File: src/rtl/alu_sequencer.sv
// alu_sequencer: expands (op, operand, last) commands into alu opcode/data_in streams and returns OUT results
module alu_sequencer #(
  parameter int DATA_WIDTH  = 8,
  parameter int OUT_LATENCY = 1
) (
  input  logic                  clk,
  input  logic                  a_reset_n,
  input  logic                  cmd_valid,
  output logic                  cmd_ready,
  input  logic [2:0]            cmd_op,
  input  logic [DATA_WIDTH-1:0] cmd_operand,
  input  logic                  cmd_last,
  output logic [3:0]            alu_opcode,
  output logic [DATA_WIDTH-1:0] alu_data_in,
  input  logic [DATA_WIDTH-1:0] alu_data_out,
  output logic                  result_valid,
  input  logic                  result_ready,
  output logic [DATA_WIDTH-1:0] result_data,
  output logic [7:0]            result_count,
  output logic                  err_illegal
);
  localparam logic [3:0] NOP = 4'd0, REGA = 4'd1, OUTC = 4'd7, RST = 4'd8;
  typedef enum logic [2:0] {S_IDLE, S_LOAD, S_EXEC, S_OUT, S_WAIT, S_HOLD, S_CLR} state_t;
  state_t                r_state, w_state;
  logic [2:0]            r_op, w_op;
  logic                  r_last, w_last;
  logic [7:0]            r_cnt, w_cnt;
  logic [2:0]            r_wait, w_wait;
  logic                  r_cmd_ready, w_cmd_ready;
  logic [3:0]            r_opcode, w_opcode;
  logic [DATA_WIDTH-1:0] r_din, w_din;
  logic                  r_rvalid, w_rvalid;
  logic [DATA_WIDTH-1:0] r_rdata, w_rdata;
  logic [7:0]            r_rcount, w_rcount;
  logic                  r_err, w_err;
  logic                  w_accept;
  assign w_accept = cmd_valid && r_cmd_ready;
  // Every output is computed one cycle ahead so the state and its outputs line up
  always_comb begin
    w_state  = r_state;
    w_op     = r_op;
    w_last   = r_last;
    w_cnt    = r_cnt;
    w_wait   = r_wait;
    w_opcode = NOP;
    w_din    = r_din;
    w_rvalid = r_rvalid;
    w_rdata  = r_rdata;
    w_rcount = r_rcount;
    w_err    = 1'b0;
    case (r_state)
      S_IDLE: if (w_accept) begin
        w_op   = cmd_op;
        w_last = cmd_last;
        if (cmd_op == 3'd0) begin
          w_state  = S_CLR;
          w_opcode = RST;
          w_cnt    = 8'd0;
        end else if (cmd_op > 3'd5) begin
          w_err = 1'b1;
        end else begin
          w_state  = S_LOAD;
          w_opcode = REGA;
          w_din    = cmd_operand;
        end
      end
      S_LOAD: begin
        w_state  = S_EXEC;
        w_opcode = {1'b0, r_op} + 4'd1;
        w_cnt    = (r_cnt == 8'hFF) ? r_cnt : r_cnt + 8'd1;
      end
      S_EXEC: begin
        w_state  = r_last ? S_OUT : S_IDLE;
        w_opcode = r_last ? OUTC : NOP;
        w_wait   = 3'(OUT_LATENCY - 1);
      end
      S_OUT: w_state = S_WAIT;
      S_WAIT: if (r_wait == 3'd0) begin
        w_state  = S_HOLD;
        w_rvalid = 1'b1;
        w_rdata  = alu_data_out;
        w_rcount = r_cnt;
        w_cnt    = 8'd0;
      end else begin
        w_wait = r_wait - 3'd1;
      end
      S_HOLD: if (result_ready) begin
        w_state  = S_IDLE;
        w_rvalid = 1'b0;
      end
      S_CLR: w_state = S_IDLE;
      default: w_state = S_IDLE;
    endcase
    w_cmd_ready = (w_state == S_IDLE) && !w_rvalid;
  end
  always_ff @(posedge clk) begin
    if (!a_reset_n) begin
      r_state     <= S_IDLE;
      r_op        <= 3'd0;
      r_last      <= 1'b0;
      r_cnt       <= 8'd0;
      r_wait      <= 3'd0;
      r_cmd_ready <= 1'b0;
      r_opcode    <= NOP;
      r_din       <= '0;
      r_rvalid    <= 1'b0;
      r_rdata     <= '0;
      r_rcount    <= 8'd0;
      r_err       <= 1'b0;
    end else begin
      r_state     <= w_state;
      r_op        <= w_op;
      r_last      <= w_last;
      r_cnt       <= w_cnt;
      r_wait      <= w_wait;
      r_cmd_ready <= w_cmd_ready;
      r_opcode    <= w_opcode;
      r_din       <= w_din;
      r_rvalid    <= w_rvalid;
      r_rdata     <= w_rdata;
      r_rcount    <= w_rcount;
      r_err       <= w_err;
    end
  end
  assign cmd_ready    = r_cmd_ready;
  assign alu_opcode   = r_opcode;
  assign alu_data_in  = r_din;
  assign result_valid = r_rvalid;
  assign result_data  = r_rdata;
  assign result_count = r_rcount;
  assign err_illegal  = r_err;
endmodule

File: config.mk
export PLATFORM = sky130hd
export DESIGN_NAME = alu_sequencer
export DESIGN_NICKNAME = d
export VERILOG_FILES = /design/src/rtl/alu_sequencer.sv
export SDC_FILE = /design/constraint.sdc
export NUM_CORES = 1
export LEC_CHECK = 0
export BUFFER_PORTS_ARGS = -buffer_cell sky130_fd_sc_hd__clkbuf_2
export CAP_MARGIN = 20
export CORE_MARGIN = 4
export CORE_UTILIZATION = 51
export CTS_BUF_LIST = sky130_fd_sc_hd__clkbuf_8 sky130_fd_sc_hd__clkbuf_16
export CTS_CLUSTER_DIAMETER = 150
export CTS_CLUSTER_SIZE = 20
export DETAILED_ROUTE_END_ITERATION = 6
export PLACE_DENSITY = 0.78
export SLEW_MARGIN = 0
export SYNTH_ARGS = -nofsm -noshare
export SYNTH_HDL_FRONTEND = slang
export SYNTH_SLANG_ARGS = --single-unit
export TNS_END_PERCENT = 5
File: constraint.sdc
create_clock -name clk -period 2.2 [get_ports clk]
set_input_delay 0.44 -clock clk [delete_from_list [all_inputs] [get_ports clk]]
set_output_delay 0.44 -clock clk [all_outputs]
set_load 0.1 [all_outputs]
After elaboration in Yosys (flattened, before gate mapping)
Cells that the tools add are included.

Memories kept: 0. Register bits after elaboration: 49. ROM bits: 0. Bits in writable memories: 0. Output and inout bits: 31. Bits in latches: 0. Input bits: 24. Word-level logic and storage cells: 70.

Bitwise operators: 5. Muxes and demuxes: 23. Magnitude comparators: 1. Shift operators: 0. Reductions and logical operators: 15. Div/mod/pow operators: 0. Equal/unequal tests: 11. Multiply operators: 0. $add $sub $neg: 3.

Operators with widths (count): $mux W8 (4); $pmux W8 S3 (1); $mux W3 (7); $pmux W3 S6 (1); $logic_not A3 Y1 (4); $pmux W4 S3 (1); $ne A2 B2 Y1 const B (5); $add A8 B1 Y8 const B (1); $eq A8 B8 Y1 const B (1); $mux W4 (2); $eq A3 B2 Y1 const B (2); $eq A3 B3 Y1 const B (2); $pmux W3 S2 (1); $reduce_and A2 Y1 (3); $not A1 Y1 (5); $reduce_and A5 Y1 (1); $add A3 B1 Y4 const B (1); $mux W1 (4); $reduce_and A4 Y1 (1); $reduce_or A4 Y1 (1); $eq A3 B1 Y1 const B (1); $gt A3 B3 Y1 const B (1); $reduce_bool A3 Y1 (1); $sub A3 B1 Y3 const B (1); 5 further kinds (6).

Logic depth before layout (Yosys ltp)
Gate-level depths: netlist of the first run.

Depth in word-level cells: 7. Depth in mapped cells: 8. Mapped depth without buffers: 7.

Worst setup path after synthesis of the first run
Ideal clock, no wire load.

Path type: register to register. Start: register r_cmd_ready (netlist: cmd_ready). End: register r_cnt[7]. Data arrival time: 2.179 ns. Path slack: -0.052 ns. Path buffers: 1. Required time: 2.128 ns. Cell stages (with the launch flop): 7. Setup time: 0.072 ns. Period minus slack after synthesis: 2.252 ns. Path through: dfxtp_1 -> nand2_1 -> o41ai_4 -> nand3_2 -> buf_6 -> or3_1 -> a21oi_1.

Cells in the longest elaborated chain, start to end: 3.

RTL lines: start, declared (RTL line 29) `logic r_cmd_ready, w_cmd_ready;`; start signal, assigned (RTL line 116) `r_cmd_ready <= w_cmd_ready;`; $logic_and A1 B1 Y1 (RTL line 37) `assign w_accept = cmd_valid && r_cmd_ready;`; $ne A2 B2 Y1 (no source line); $reduce_and A5 Y1 (no source line); end signal, assigned (RTL line 114) `r_cnt <= w_cnt;`; end, declared (RTL line 27) `logic [7:0] r_cnt, w_cnt;`.

No other way between the ends. A chain may end at the register's enable or synchronous reset.

Worst setup path in the final report of the first run
Start: register r_wait[0]. End: register r_cnt[6].

Cells in the longest elaborated chain, start to end: 3.

RTL lines: start, declared (RTL line 28) `logic [2:0] r_wait, w_wait;`; start signal, assigned (RTL line 115) `r_wait <= w_wait;`; $logic_not A3 Y1 (RTL line 78) `S_WAIT: if (r_wait == 3'd0) begin`; $ne A2 B2 Y1 (no source line); $reduce_and A5 Y1 (no source line).

No other way between the ends.

==> results of run 1 <==
[per-layer routing]
metal  global-route usage [%]  share of wire (%)  vias up
met1                    21.10                 43      865
met3                    5.891                5.9        7
met5                        0                  0        -
met2                    30.20                 49       47
li1                         -                  -      947
met4                    6.889                1.4        0
[metrics by stage]
step | setup slack (ns) | cells
after global placement | 0.1899 | 340
final | 0.1571 | 348
after CTS | 0.09693 | 348
after global routing | 0.02497 | 348
after detailed placement | 0.1422 | 340
after floorplan | 0.2804 | 240
[registers in the layout, indices dropped and copies added (netlist names)]
signal	flops
result_data	8
result_count	8
result_valid	1
err_illegal	1
r_op	3
r_last	1
r_state	3
r_cnt	8
alu_data_in	8
alu_opcode	4
cmd_ready	1
r_wait	3
[worst max-delay path, cell delays in order (launching register included)]
cell,delay (ns)
dfxtp_1,0.33
inv_1,0.08
ha_2,0.22
or3b_4,0.41
a21oi_4,0.16
nand3_2,0.16
or4_1,0.44
a21oi_1,0.17
[logic make-up (layout without fill, tap and decap cells)]
group	after synthesis	in the layout	synth area share (%)
flip-flops	49	49	47.54
XOR/XNOR	3	3	1.274
AO/OA/AOI/OAI	50	50	14.43
buffers and inverters	17	77	3.759
AND/OR/NAND/NOR	104	104	24.26
adder cells (fa/ha/maj)	4	4	2.426
multiplexers	13	13	6.307
[power by group through the flow]
| stage | clock network (W) | logic (W) | registers [W] |
|---|---|---|---|
| floorplan | 0 | 0.000156 | 0.00115 |
| global placement | 0 | 0.000422 | 0.000967 |
| detailed placement | 0 | 0.000424 | 0.000969 |
| CTS | 0.000684 | 0.000425 | 0.000948 |
| global route | 0.000717 | 0.000455 | 0.000955 |
| finish | 0.000672 | 0.000427 | 0.000948 |
[cell type report]
type	count	area, um^2	share of cell area, %
inverters	5	18.77	0.7378
clock buffers	6	82.58	3.246
repair buffers	64	345.3	13.58
flip-flops and latches	49	982.2	38.61
multi-input cells	174	1017	39.99
well taps	48	60.06	2.361
clock inverters	2	37.54	1.476
[placed cells by master, fill, tap and decap left out, drive strengths merged, types with 2 or more instances in the layout]
cell    instances
inv             4
and3            2
a31oi           3
nand4           4
nor2b           4
and4            2
clkbuf         60
and2            2
or4             2
nand3          10
xor2            3
nor2           16
buf            10
or3             2
nor3b           2
mux2i          13
ha              4
a21oi          29
o21ai          11
nand2b          3
o31ai           2
dfxtp          49
nor3            3
nand2          49
[repair_timing]
| action | CTS | global route |
|---|---|---|
| gates resized for setup | 0 | 3 |
| endpoints found under the setup margin | 0 | 2 |
| endpoints found under the hold margin | 0 | 0 |
| hold buffers | 0 | 0 |
[worst min path at each step]
stage | end | slack [ns] | cells past startpoint
6_report | result_data[3]$_SDFFE_PN0P_ | 0.34 | 3
5_1_grt | result_data[3]$_SDFFE_PN0P_ | 0.34 | 3
4_1_cts | result_data[3]$_SDFFE_PN0P_ | 0.34 | 3
3_5_place_dp | result_count[5]$_SDFFE_PN0P_ | 0.45 | 2
3_3_place_gp | result_data[6]$_SDFFE_PN0P_ | 0.44 | 2
2_1_floorplan | result_count[7]$_SDFFE_PN0P_ | 0.45 | 2
==> summary.txt, run 1 <==
STA
  • Total Neg Setup Slack: 0 ns
  • Tmin final: 2.043 ns
  • Final Hold Vio Count: 0
  • Slew headroom: 63.36%
  • Final Max Slew Viols: 0
  • Max Clock Skew: 0.008040 ns
  • RSZ-0062 raised after global routing: no
  • Final setup vio count: 0
  • Period utilization: 92.86%
  • Worst-margin pin slew: 0.5520 ns
  • Fmax: 0.4895 GHz
  • Worst hold slack: 0.3440 ns

Power and ir drop
  • Sequential power share: 46.3%
  • Pwr dens: 805.1 nW/um^2
  • Pwr Total: 0.002048 W
  • Maximum vdd ir drop: 0.0006213 V
  • Switching power: 0.0006420 W
  • Leak: 1.097 nW
  • Int Pwr: 0.001406 W
  • Switching Share: 31.35%
  • Clock power share: 32.8%
  • Comb pwr share: 20.9%

Synth
  • Dominant synthesized flop cell: dfxtp_1
  • Syn_nets: 268
  • Cell taking the most area after synthesis: dfxtp_1
  • Commonest cells in the netlist: dfxtp_1, nand2_1, a21oi_1
  • Synth warn: 0
  • Sequential cell area fraction in the yosys report: 47.54%
  • Post-synth ARST share: 0%
  • Synth Cell Area: 2063 um^2
  • #FFs+latches synth: 49
  • Post-synth EDFFs: 0
  • Avg Inst Size Synth: 8.597 um^2
  • Synth top area cells: dfxtp_1, nand2_1, a21oi_1
  • Post-Syn Instances: 240
  • Synth top area share: 47.54%
  • Count of cell types in the netlist: 36

Critical path
  • CP max FO: 8
  • Setup crit end: r_cnt[6]$_SDFFE_PN0P_
  • Worst R2R Path Depth: 7
  • Endpoint type of the worst setup path: flip-flop
  • RR Endpoint: r_cnt[6]$_SDFFE_PN0P_
  • RR Startpoint: r_wait[0]$_SDFFE_PN0P_
  • CP Data Arrival Time: 2.28 ns
  • Worst Setup SP: r_wait[0]$_SDFFE_PN0P_
  • Setup slack, reg-to-reg: 0.16 ns
  • Worst setup SP type: flip-flop
  • Setup CP Type: reg2reg
  • Critical Path RT: 2.43 ns

Global routing
  • Largest net degree at the start of global routing: 20
  • Remaining Overflow, GRT: 0
  • Vias in the first global route: 1739
  • First-pass GRT wire length: 7424 um
  • Antenna violations before repair: 0
  • Total GRT Usage: 17.93%

Final layout
  • Nets@finish: 327
  • Post-route design area: 2544 um^2
  • Ant. Diodes: 0
  • Fill cells: 304
  • Final Util: 67.45%
  • Area grow syn2layout: 23.29%
  • Share of cells above drive strength 1: 26.67%

Place
  • Placed Area: 2411 um^2
  • Final HPWL DP: 3252 um
  • Port bufs: 54
  • Gp weighted congestion: 0.8159

Clock tree
  • Root Buffer: clkbuf_8
  • CTS tree: built
  • Htree depth: 2
  • Worst skew pair latency: 0.31 ns
  • Clock Tree Buf Depth: 2
  • Num Clock Sinks: 49
  • CTS Buf Count: 5
  • CTS clk-pin slew, worst paths: 0.09 ns
  • Post-CTS Repair Setup Buffers: 0

Floorplan
  • Die Wd: 71.61 um
  • CORE AREA: 3771 um^2
  • Die Y: 71.61 um
  • DIE AREA: 5127 um^2
  • # rows: 22
  • Starting Density: 54.71%
  • I/O pin total: 55

Drt
  • Final wirelength: 4393 um
  • 1st-iter DRT viols: 163
  • DR WL/cell: 12.62 um
  • Via/cell ratio: 5.362
  • TritonRoute pass-1 iters: 4
  • Detail Route Antenna Nets: 0
  • Total number of vias: 1866
  • # DRC: 0

Run status
  • Status: complete, no violations

Job
  • Max-Cap Viols: 0

Worst hold path
  • Hold Startpoint: alu_data_out[3]
  • HP Class: in2reg
Note: power is estimated with default switching activity, not from simulation.
==> run 2, diff against run 1 <==
- ABC_AREA: default -> 1
- CORE_UTILIZATION: 51 -> 52
- PLACE_DENSITY: 0.78 -> 0.79
==> run 2 against run 1 <==
  * Clock skew fell by 0.0039 ns
  * Combinational power rose by 6.8%
  * Final area decreased by 1.9%
  * Highest routed layer unchanged
  * First-iteration DRC count decreased by 17%
  * Count of clock-buffer cells in the layout fell by 1
  * Non-clock buffer count fell by 8
  * Synthesized cell count rose by 17%
  * Critical path type is now reg2out
==> summary.txt, run 2 <==
Run status
  • Status: complete, no violations

Critical path
  • Worst R2R Path Depth: 9 (+2)
  • CP Data Arrival Time: 1.12 ns (-1.16 ns)
  • Crit path max-delay family: buffers and inverters
  • Buf/Inv on CP: 1 (unchanged)
  • Critical Path Slowest Stage Cell: clkbuf_2
  • Endpoint type of the worst setup path: primary output
  • Critical Path RT: 1.76 ns (-0.67 ns)
  • Worst setup SP type: flip-flop
  • RR Startpoint: r_wait[0]$_SDFFE_PN0P_
  • Setup crit end: result_count[7]
  • CP Cell Sequence: clkbuf_2
  • Setup CP Type: reg2out
  • Worst path max stage delay: 0.46 ns (+0.02 ns)
  • Critical path depth: 1 (-6)
  • Worst Setup SP: result_count[7]$_SDFFE_PN0P_
  • RR Endpoint: r_cnt[6]$_SDFFE_PN0P_
  • CP max FO: 2 (-6)
  • Setup slack, reg-to-reg: 0.76 ns (+0.60 ns)

Synth
  • Dominant synthesized flop cell: dfxtp_1
  • Synth top area cells: dfxtp_1, nor2_1, nand2_1
  • Post-synth EDFFs: 0 (unchanged)
  • Synth Cell Area: 2117 um^2 (+2.6%)
  • Post-Syn Instances: 280 (+17%)
  • Cell taking the most area after synthesis: dfxtp_1
  • Commonest cells in the netlist: nor2_1, dfxtp_1, nand2_1
  • Synth warn: 0 (unchanged)
  • Avg Inst Size Synth: 7.561 um^2 (-12%)
  • Syn_nets: 308 (+15%)
  • Synth top area share: 46.34% (-1.2 points)
  • Count leader, synth: nor2_1
  • Sequential cell area fraction in the yosys report: 46.34% (-1.2 points)
  • Post-synth ARST share: 0% (unchanged)
  • Count of cell types in the netlist: 31 (-14%)
  • #FFs+latches synth: 49 (unchanged)

Final layout
  • Area grow syn2layout: 17.91%
  • Nets@finish: 364 (+11%)
  • Final Util: 65.71% (-1.7 points)
  • Area of the multi-input gates: 989.7 um^2 (-2.7%)
  • Ant. Diodes: 0 (unchanged)
  • Fill cells: 349 (+15%)
  • Area occupied by registers: 980.9 um^2 (-0.13%)
  • Post-route design area: 2496 um^2 (-1.9%)
  • Share of cells above drive strength 1: 24.04% (-2.6 points)
  • Commonest non-fill, non-tap cell in the layout: nor2_1
  • Most frequent cells in the layout: nor2_1, clkbuf_2, dfxtp_1, nand2_1, o21ai_0

Floorplan
  • I/O pin total: 55 (unchanged)
  • # rows: 22 (unchanged)
  • Die Wd: 71.81 um (+0.28%)
  • CORE AREA: 3799 um^2 (+0.73%)
  • Die Y: 71.81 um (+0.28%)
  • DIE AREA: 5156 um^2 (+0.56%)
  • Starting Density: 55.73% (+1.0 points)

Global routing
  • Antenna violations before repair: 0 (unchanged)
  • Remaining Overflow, GRT: 0 (unchanged)
  • Vias in the first global route: 1764 (+1.4%)
  • Largest net degree at the start of global routing: 31 (+55%)
  • Total GRT Usage: 18.30% (+0.37 points)
  • First-pass GRT wire length: 7672 um (+3.3%)

STA
  • Final setup vio count: 0 (unchanged)
  • Fmax: 0.6427 GHz (+31%)
  • Max Clock Skew: 0.004134 ns (-0.003906 ns)
  • Period utilization: 70.72% (-22 points)
  • Final Hold Vio Count: 0 (unchanged)
  • Total Neg Setup Slack: 0 ns (unchanged)
  • Worst hold slack: 0.3633 ns (+0.01926 ns)
  • Tmin final: 1.556 ns (-0.4870 ns)
  • RSZ-0062 raised after global routing: no
  • Slew headroom: 63.67% (+0.32 points)
  • Worst-margin pin slew: 0.5472 ns (-0.004778 ns)
  • Final Max Slew Viols: 0 (unchanged)

Drt
  • TritonRoute pass-1 iters: 5 (+1)
  • Final wirelength: 4639 um (+5.6%)
  • Via/cell ratio: 5.034 (-6.1%)
  • # DRC: 0 (unchanged)
  • DR WL/cell: 12.05 um (-4.5%)
  • Detail Route Antenna Nets: 0 (unchanged)
  • Total number of vias: 1938 (+3.9%)
  • 1st-iter DRT viols: 135 (-17%)

Clock tree
  • Htree depth: 2 (unchanged)
  • Num Clock Sinks: 49 (unchanged)
  • Post-CTS Repair Setup Buffers: 0 (unchanged)
  • Root Buffer: clkbuf_8
  • Resize count post-CTS: 0 (unchanged)
  • CTS Buf Count: 5 (unchanged)
  • CTS tree: built
  • Clock Tree Buf Depth: 2 (unchanged)
  • Worst skew pair latency: 0.29 ns (-0.02 ns)
  • CTS clk-pin slew, worst paths: 0.09 ns (about the same)
  • CTS hold repair buffers: 0 (unchanged)

Place
  • Final HPWL DP: 3380 um (+3.9%)
  • Port bufs: 54 (unchanged)
  • Gp weighted congestion: 0.8430 (+3.3%)
  • Placed Area: 2414 um^2 (+0.10%)

Power and ir drop
  • Pwr dens: 768.1 nW/um^2 (-4.6%)
  • Maximum vdd ir drop: 0.0004978 V (-20%)
  • Leak: 1.165 nW (+6.2%)

Job
  • Max-Cap Viols: 0 (unchanged)

Worst hold path
  • HP Class: in2reg
-- run 2: cell types whose count changed in the layout (fill, tap and decap cells not counted), moves of 4 or more --
cell / previous run / this run
mux2i_1: 13 / 0
o21ai_0: 11 / 26
inv_2: 0 / 4
buf_4: 10 / 2
inv_1: 4 / 19
a21oi_1: 28 / 21
nor2b_1: 4 / 0
nor2_1: 16 / 62
o21ai_1: 0 / 6
nand2_1: 49 / 45
-- run 2: through the flow --
step	power (W)	setup slack, ns	cells
after global routing	0.001999	0.5941	385
after floorplan	0.001353	0.3513	280
after CTS	0.001924	0.6342	385
after detailed placement	0.001439	0.7734	377
final	0.001917	0.6442	385
after global placement	0.001432	0.8121	377
-- run 2: layout make-up --
cell class	count	share of cell area, %
clock inverter	3	0.5514
inverter	25	3.910
multi-input combinational	199	39.65
sequential	49	39.30
timing repair buffer	56	11.43
tap	48	2.406
clock buffer	5	2.757
-- run 2: report_power, final --
group / leakage (nW) / internal (W) / total, W / switching [W]
registers: 0.397 / 0.000934 / 0.000963 / 0.0000286
clock network: 0.0491 / 0.000216 / 0.000499 / 0.000282
logic: 0.718 / 0.0000964 / 0.000456 / 0.000359
total: 1.16 / 0.00125 / 0.00192 / 0.000670
-- run 2: how the worst min path moves through the flow --
stage / startpoint / endpoint / slack, ns / cells after the start
2_1_floorplan: r_last$_SDFFE_PN0P_ / r_last$_SDFFE_PN0P_ / 0.44 / 2
6_report: alu_data_out[7] / result_data[7]$_SDFFE_PN0P_ / 0.36 / 3
5_1_grt: alu_data_out[2] / result_data[2]$_SDFFE_PN0P_ / 0.37 / 3
3_5_place_dp: alu_data_in[1]$_SDFFE_PN0P_ / alu_data_in[1]$_SDFFE_PN0P_ / 0.47 / 2
4_1_cts: alu_data_out[7] / result_data[7]$_SDFFE_PN0P_ / 0.36 / 3
3_3_place_gp: r_last$_SDFFE_PN0P_ / r_last$_SDFFE_PN0P_ / 0.46 / 2
-- run 2: logic make-up (layout without fill, tap and decap cells) --
group	Yosys count	in the layout	synth area share, %
AND/OR/NAND/NOR	138	138	30.38
AO/OA/AOI/OAI	55	55	13.18
XOR/XNOR	2	2	0.8276
buffers and inverters	32	89	6.914
adder cells (fa/ha/maj)	4	4	2.364
flip-flops	49	49	46.34
-- run 2: metal layers --
layer / wire length (um) / GRT usage [%] / vias to the layer above
li1: - / - / 1016
met1: 2145 / 24.66 / 856
met2: 2159 / 29.59 / 62
met3: 310 / 4.488 / 4
met4: 24 / 4.175 / 0
met5: 0 / 0 / -
